### config.mk
export PLATFORM = sky130hd
export DESIGN_NAME = exu_csr_wb_buf
export DESIGN_NICKNAME = d
export VERILOG_FILES = /design/src/rtl/exu_csr_wb_buf.sv
export SDC_FILE = /design/constraint.sdc
export NUM_CORES = 1
export LEC_CHECK = 0
export ABC_AREA = 1
export BUFFER_PORTS_ARGS = -buffer_cell sky130_fd_sc_hd__buf_2
export CAP_MARGIN = 10
export CORE_ASPECT_RATIO = 1.4
export CORE_MARGIN = 3
export CORE_UTILIZATION = 58
export DETAILED_ROUTE_END_ITERATION = 10
export GPL_TIMING_DRIVEN = 0
export PLACE_DENSITY_LB_ADDON = 0.05
export SLEW_MARGIN = 10
export SYNTH_ARGS = -nofsm -noshare
export SYNTH_HDL_FRONTEND = slang
export SYNTH_SLANG_ARGS = --single-unit
### constraint.sdc
create_clock -name clk -period 13.6 [get_ports clk]
set_input_delay 0.68 -clock clk [delete_from_list [all_inputs] [get_ports clk]]
set_output_delay 0.68 -clock clk [all_outputs]
set_load 0.05 [all_outputs]
### src/rtl/exu_csr_wb_buf.sv
// In-order write-back buffer behind the EXU CSR unit: retires the CSR regfile
// write and the GPR write-back together per entry, and forwards pending CSR writes.
module exu_csr_wb_buf #(
  parameter int DEPTH  = 2,
  parameter int CSR_AW = 32,
  parameter int GPR_AW = 5,
  parameter int DW     = 32
) (
  input  logic              clk,
  input  logic              rst,
  input  logic              csr_valid_i,
  output logic              csr_ready_o,
  input  logic              csr_we_i,
  input  logic [CSR_AW-1:0] csr_waddr_i,
  input  logic [DW-1:0]     csr_wdata_i,
  input  logic              reg_we_i,
  input  logic [GPR_AW-1:0] reg_waddr_i,
  input  logic [DW-1:0]     reg_wdata_i,
  input  logic              flush_i,
  output logic              csr_we_o,
  output logic [CSR_AW-1:0] csr_waddr_o,
  output logic [DW-1:0]     csr_wdata_o,
  output logic              wb_valid_o,
  input  logic              wb_ready_i,
  output logic [GPR_AW-1:0] wb_waddr_o,
  output logic [DW-1:0]     wb_wdata_o,
  input  logic [CSR_AW-1:0] csr_raddr_i,
  output logic              fwd_hit_o,
  output logic [DW-1:0]     fwd_data_o,
  output logic              empty_o
);

  localparam int PW = $clog2(DEPTH);
  localparam logic [PW:0] FULL = (PW+1)'(DEPTH);

  logic [PW-1:0]    wr_ptr_q, wr_ptr_d;
  logic [PW-1:0]    rd_ptr_q, rd_ptr_d;
  logic [PW:0]      count_q, count_d;
  logic [DEPTH-1:0] vld_q, vld_d;

  // Entry payload carries no reset; vld_q and count_q decide what is live.
  logic              e_csr_we_q   [DEPTH];
  logic [CSR_AW-1:0] e_csr_addr_q [DEPTH];
  logic [DW-1:0]     e_csr_data_q [DEPTH];
  logic              e_reg_we_q   [DEPTH];
  logic [GPR_AW-1:0] e_reg_addr_q [DEPTH];
  logic [DW-1:0]     e_reg_data_q [DEPTH];

  logic          head_vld;
  logic          push;
  logic          retire;
  logic [PW-1:0] fwd_idx;

  assign csr_ready_o = (count_q != FULL);
  assign empty_o     = (count_q == '0);
  assign head_vld    = (count_q != '0) && !flush_i;
  assign push        = csr_valid_i && csr_ready_o && !flush_i;
  assign retire      = head_vld && (!e_reg_we_q[rd_ptr_q] || wb_ready_i);

  // CSR write and GPR handshake share the same retire cycle.
  assign wb_valid_o  = head_vld && e_reg_we_q[rd_ptr_q];
  assign wb_waddr_o  = wb_valid_o ? e_reg_addr_q[rd_ptr_q] : '0;
  assign wb_wdata_o  = wb_valid_o ? e_reg_data_q[rd_ptr_q] : '0;
  assign csr_we_o    = retire && e_csr_we_q[rd_ptr_q];
  assign csr_waddr_o = csr_we_o ? e_csr_addr_q[rd_ptr_q] : '0;
  assign csr_wdata_o = csr_we_o ? e_csr_data_q[rd_ptr_q] : '0;

  always_comb begin
    wr_ptr_d = wr_ptr_q;
    rd_ptr_d = rd_ptr_q;
    count_d  = count_q;
    vld_d    = vld_q;
    if (flush_i) begin
      wr_ptr_d = '0;
      rd_ptr_d = '0;
      count_d  = '0;
      vld_d    = '0;
    end else begin
      if (push) begin
        vld_d[wr_ptr_q] = 1'b1;
        wr_ptr_d        = wr_ptr_q + PW'(1);
      end
      if (retire) begin
        vld_d[rd_ptr_q] = 1'b0;
        rd_ptr_d        = rd_ptr_q + PW'(1);
      end
      case ({push, retire})
        2'b10:   count_d = count_q + (PW+1)'(1);
        2'b01:   count_d = count_q - (PW+1)'(1);
        default: count_d = count_q;
      endcase
    end
  end

  // Walk oldest to youngest so the last match (youngest) wins.
  always_comb begin
    fwd_hit_o  = 1'b0;
    fwd_data_o = '0;
    fwd_idx    = '0;
    if (!flush_i) begin
      for (int i = 0; i < DEPTH; i++) begin
        fwd_idx = rd_ptr_q + PW'(i);
        if (vld_q[fwd_idx] && e_csr_we_q[fwd_idx] &&
            (e_csr_addr_q[fwd_idx] == csr_raddr_i)) begin
          fwd_hit_o  = 1'b1;
          fwd_data_o = e_csr_data_q[fwd_idx];
        end
      end
    end
  end

  always_ff @(posedge clk or negedge rst) begin
    if (!rst) begin
      wr_ptr_q <= '0;
      rd_ptr_q <= '0;
      count_q  <= '0;
      vld_q    <= '0;
    end else begin
      wr_ptr_q <= wr_ptr_d;
      rd_ptr_q <= rd_ptr_d;
      count_q  <= count_d;
      vld_q    <= vld_d;
    end
  end

  always_ff @(posedge clk) begin
    if (push) begin
      e_csr_we_q[wr_ptr_q]   <= csr_we_i;
      e_csr_addr_q[wr_ptr_q] <= csr_waddr_i;
      e_csr_data_q[wr_ptr_q] <= csr_wdata_i;
      e_reg_we_q[wr_ptr_q]   <= reg_we_i;
      e_reg_addr_q[wr_ptr_q] <= reg_waddr_i;
      e_reg_data_q[wr_ptr_q] <= reg_wdata_i;
    end
  end

endmodule

==> flow_metrics.env <==
export IMPL_numPortBuffers=277
export IMPL_multiInputGateArea_sq_mm=0.00411
export IMPL_die_area_sq_mm=0.0213
export IMPL_hold_viol_final=0
export IMPL_worst_slack_ps=9610
export IMPL_synth_fa_ha_area_share_pct=0
export IMPL_r2r_end="e_csr_data_q[1][11]$_DFFE_PP_"
export IMPL_fp_row_count=59
export IMPL_fin_area_sq_mm=0.0140
export IMPL_ys_async_sr_fraction_pct=2.83
export IMPL_regArea_sq_mm=0.00634
export IMPL_start_util_pct=60.1
export IMPL_synth_top_family_by_area="simple AND/OR/NAND/NOR gates"
export IMPL_leakagePower_nw=6.86
export IMPL_max_stage_delay_ps=340
export IMPL_area_growth_pct=23.5
export IMPL_endpoint_kind="output pin"
export IMPL_worstPathArrival_ps=3310
export IMPL_synth_fp_nets=1523
export IMPL_power_mw=2.42
export IMPL_ant_nets=0
export IMPL_crit_required_ps=12920
export IMPL_grt_usage_pct=31.8
export IMPL_synth_seq_area_share_pct=55.8
export IMPL_synth_area_sq_mm=0.0113
export IMPL_ir_drop_uv=159
export IMPL_overflow=0
export IMPL_drt_first_pass_iters=5
export IMPL_nets=1835
export IMPL_initialDrtViolationCount=1011
export IMPL_hold_ws_ps=346
export IMPL_cts_resized=0
export IMPL_grt_antenna_before_repair=4
export IMPL_r2r_start="count_q[0]$_DFFE_PN0P_"
export IMPL_tightest_slew_ps=710
export IMPL_run_status="completed"
export IMPL_syn_inst=1383
export IMPL_vias=10800
export IMPL_path_delay_family="simple AND/OR/NAND/NOR gates"
export IMPL_pre_cts_ws_ps=10230
export IMPL_yosys_warnings=0
export IMPL_start_kind="flip-flop"
export IMPL_synth_edf_count=206
export IMPL_p_sw_mw=1.05
export IMPL_critPathBufInv=5
export IMPL_synth_simple_gate_area_share_pct=28.9
export IMPL_clkPwrFrac_pct=23.5
export IMPL_placed_cell_area_sq_mm=0.0133
export IMPL_cts_setup_buffers=0
export IMPL_critPathKind="flip-flop to output pin"
export IMPL_ys_top_cells_by_area="edfxtp_1 (55%), nand2_1 (18%), nand3_1 (4.7%), nor2_1 (4.5%), inv_1 (4.3%)"
export IMPL_final_cell_mix="nand2_1 (556), buf_2 (293), edfxtp_1 (206)"
export IMPL_gp_congestion=0.947
export IMPL_cpMaxStageDelayCell="dfrtp_1"
export IMPL_setup_viol=0
export IMPL_cts_tree="done"
export IMPL_core_sq_mm=0.0189
export IMPL_worstHoldStart="reg_wdata_i[7]"
export IMPL_synthFlopType="edfxtp_1"
export IMPL_synth_seq_cells=212
export IMPL_post_route_util_pct=74.1
export IMPL_holdPathEnd="e_reg_data_q[1][7]$_DFFE_PP_"
export IMPL_synthMuxAreaShare_pct=0
export IMPL_fin_cells=1959
export IMPL_seqPwrFrac_pct=32.9
export IMPL_hold_class="input port to flip-flop"
export IMPL_rsz0062_at_grt="false"
export IMPL_layout_drive_gt1_share_pct=21.7
export IMPL_cts_root_buf="clkbuf_16"
export IMPL_p_per_area_mw_per_mm2=173
export IMPL_synth_xor_area_share_pct=0.463
export IMPL_ys_types=31
export IMPL_clockBufferDepth=3
export IMPL_viasPerCell=5.49
export IMPL_ios=278
export IMPL_sw_frac_of_total_pct=43.1
export IMPL_synth_top_cell_by_area="edfxtp_1"
export IMPL_crit_top_cell="nand2_1"
export IMPL_power_internal_mw=1.38
export IMPL_path_cells="buf_6 > buf_8 > buf_6 > nand2_1 > nand2_1 > nand2_1 > a21oi_1 > nand2_1 > nor2_1 > nand2_1 > nor2_1 > nand2_1 > nand2_1 > nand2_2 > buf_6 > nor2_1 > buf_2"
export IMPL_syn_avg_cell_area_sq_um=8.21
export IMPL_numCtsBuffers=22
export IMPL_dp_hpwl_um=26000
export IMPL_synth_compound_area_share_pct=6.75
export IMPL_fin_skew_ps=14.7
export IMPL_drv_slew=0
export IMPL_worstRegToRegCells=9
export IMPL_cap_violations=0
export IMPL_path_clk_slew_ps=60
export IMPL_pwr_share_comb_pct=43.6
export IMPL_die_h_um=172
export IMPL_nFillCells=1518
export IMPL_whs_path_depth=1
export IMPL_final_common_cell="nand2_1"
export IMPL_clkSinkCount=212
export IMPL_fin_crit_ps=3990
export IMPL_grt_max_degree=28
export IMPL_routed_wl_um=35200
export IMPL_drc=0
export IMPL_grt_pass1_wl_um=53200
export IMPL_chipWidth_um=124
export IMPL_period_share_pct=29.3
export IMPL_max_slew_margin_rel_pct=52.6
export IMPL_r2r_slack_ps=11300
export IMPL_timing_fmax_mhz=251
export IMPL_fin_setup_tns_ps=0
export IMPL_htree_levels=1
export IMPL_dp_cells=1914
export IMPL_clk_latency_ps=520
export IMPL_cp_max_fo=10
export IMPL_synth_top_area_share_pct=54.5
export IMPL_avgRoutedWirePerCell_um=18.0
export IMPL_first_global_vias=10500
routing by layer:
| metal | up-vias | part of all wire [%] | GRT usage (%) |
|---|---|---|---|
| li1 | 5119 | - | - |
| met1 | 4977 | 34 | 34.8 |
| met2 | 545 | 52 | 58.6 |
| met3 | 118 | 9.0 | 6.52 |
| met4 | 2 | 5.0 | 15.9 |
| met5 | - | 0.037 | 0 |
power groups by stage:
stage | sequential [mW] | clock (mW) | combinational [mW]
final | 0.798 | 0.569 | 1.06
after CTS | 0.797 | 0.569 | 1.05
after global placement | 0.825 | 0 | 0.998
after global routing | 0.802 | 0.597 | 1.15
after detailed placement | 0.811 | 0 | 1.04
after floorplan | 0.816 | 0 | 0.722
registers in the layout, indices dropped and copies added (netlist names):
name          cells
e_csr_we_q        2
e_reg_we_q        2
e_reg_data_q     64
vld_q             2
e_csr_addr_q     64
rd_ptr_q          1
count_q           2
wr_ptr_q          1
e_reg_addr_q     10
e_csr_data_q     64
worst register-to-register path, delay by kind of cell, from the launching register on:
family / cells / cell delay [ps]
buffers and inverters: 5 / 790
flip-flops: 1 / 370
AND/OR/NAND/NOR: 4 / 840
logic make-up (layout without fill, tap and decap cells):
kind of cell / Yosys count / after routing
XOR/XNOR: 6 / 6
AND/OR/NAND/NOR: 820 / 820
AO/OA/AOI/OAI: 150 / 150
flip-flops: 212 / 212
other: 0 / 5
buffers and inverters: 195 / 522
final cells by class:
type	count	share of cell area, %
tap	244	2.18
buffer	62	2.96
sequential	212	45.2
timing repair buffer	288	11.8
antenna	5	0.0893
inverter	133	3.58
clock buffer	26	4.04
multi-input combinational	976	29.4
clock inverter	13	0.768
how the worst max path moves through the flow:
stage / to / slack, ps / from / depth (start not counted)
2_1_floorplan: vld_q[0]$_DFF_PN0_ / 7600 / count_q[0]$_DFFE_PN0P_ / 10
3_3_place_gp: vld_q[0]$_DFF_PN0_ / 4990 / csr_valid_i / 9
3_5_place_dp: fwd_data_o[4] / 10230 / rd_ptr_q$_DFFE_PN0P_ / 17
4_1_cts: fwd_data_o[4] / 9680 / rd_ptr_q$_DFFE_PN0P_ / 17
5_1_grt: fwd_data_o[4] / 9460 / rd_ptr_q$_DFFE_PN0P_ / 17
6_report: fwd_data_o[4] / 9610 / rd_ptr_q$_DFFE_PN0P_ / 17
synth_stat cells, types with 2 or more instances:
cell type / number
a21oi_1: 54
and2_1: 4
buf_1: 8
buf_2: 16
buf_4: 4
buf_6: 18
clkbuf_1: 15
dfrtp_1: 6
edfxtp_1: 206
inv_1: 131
nand2_1: 556
nand2_2: 3
nand3_1: 107
nand3b_1: 3
nand4_1: 3
nor2_1: 137
nor2_4: 2
o211ai_1: 2
o21ai_0: 79
o21ai_1: 13
or2_1: 2
xor2_1: 5
repair_timing:
item	CTS	global route
hold endpoints to repair	6	0
hold buffers	1	0
setup endpoints to repair	0	0
(Power assumes the default switching activity.)
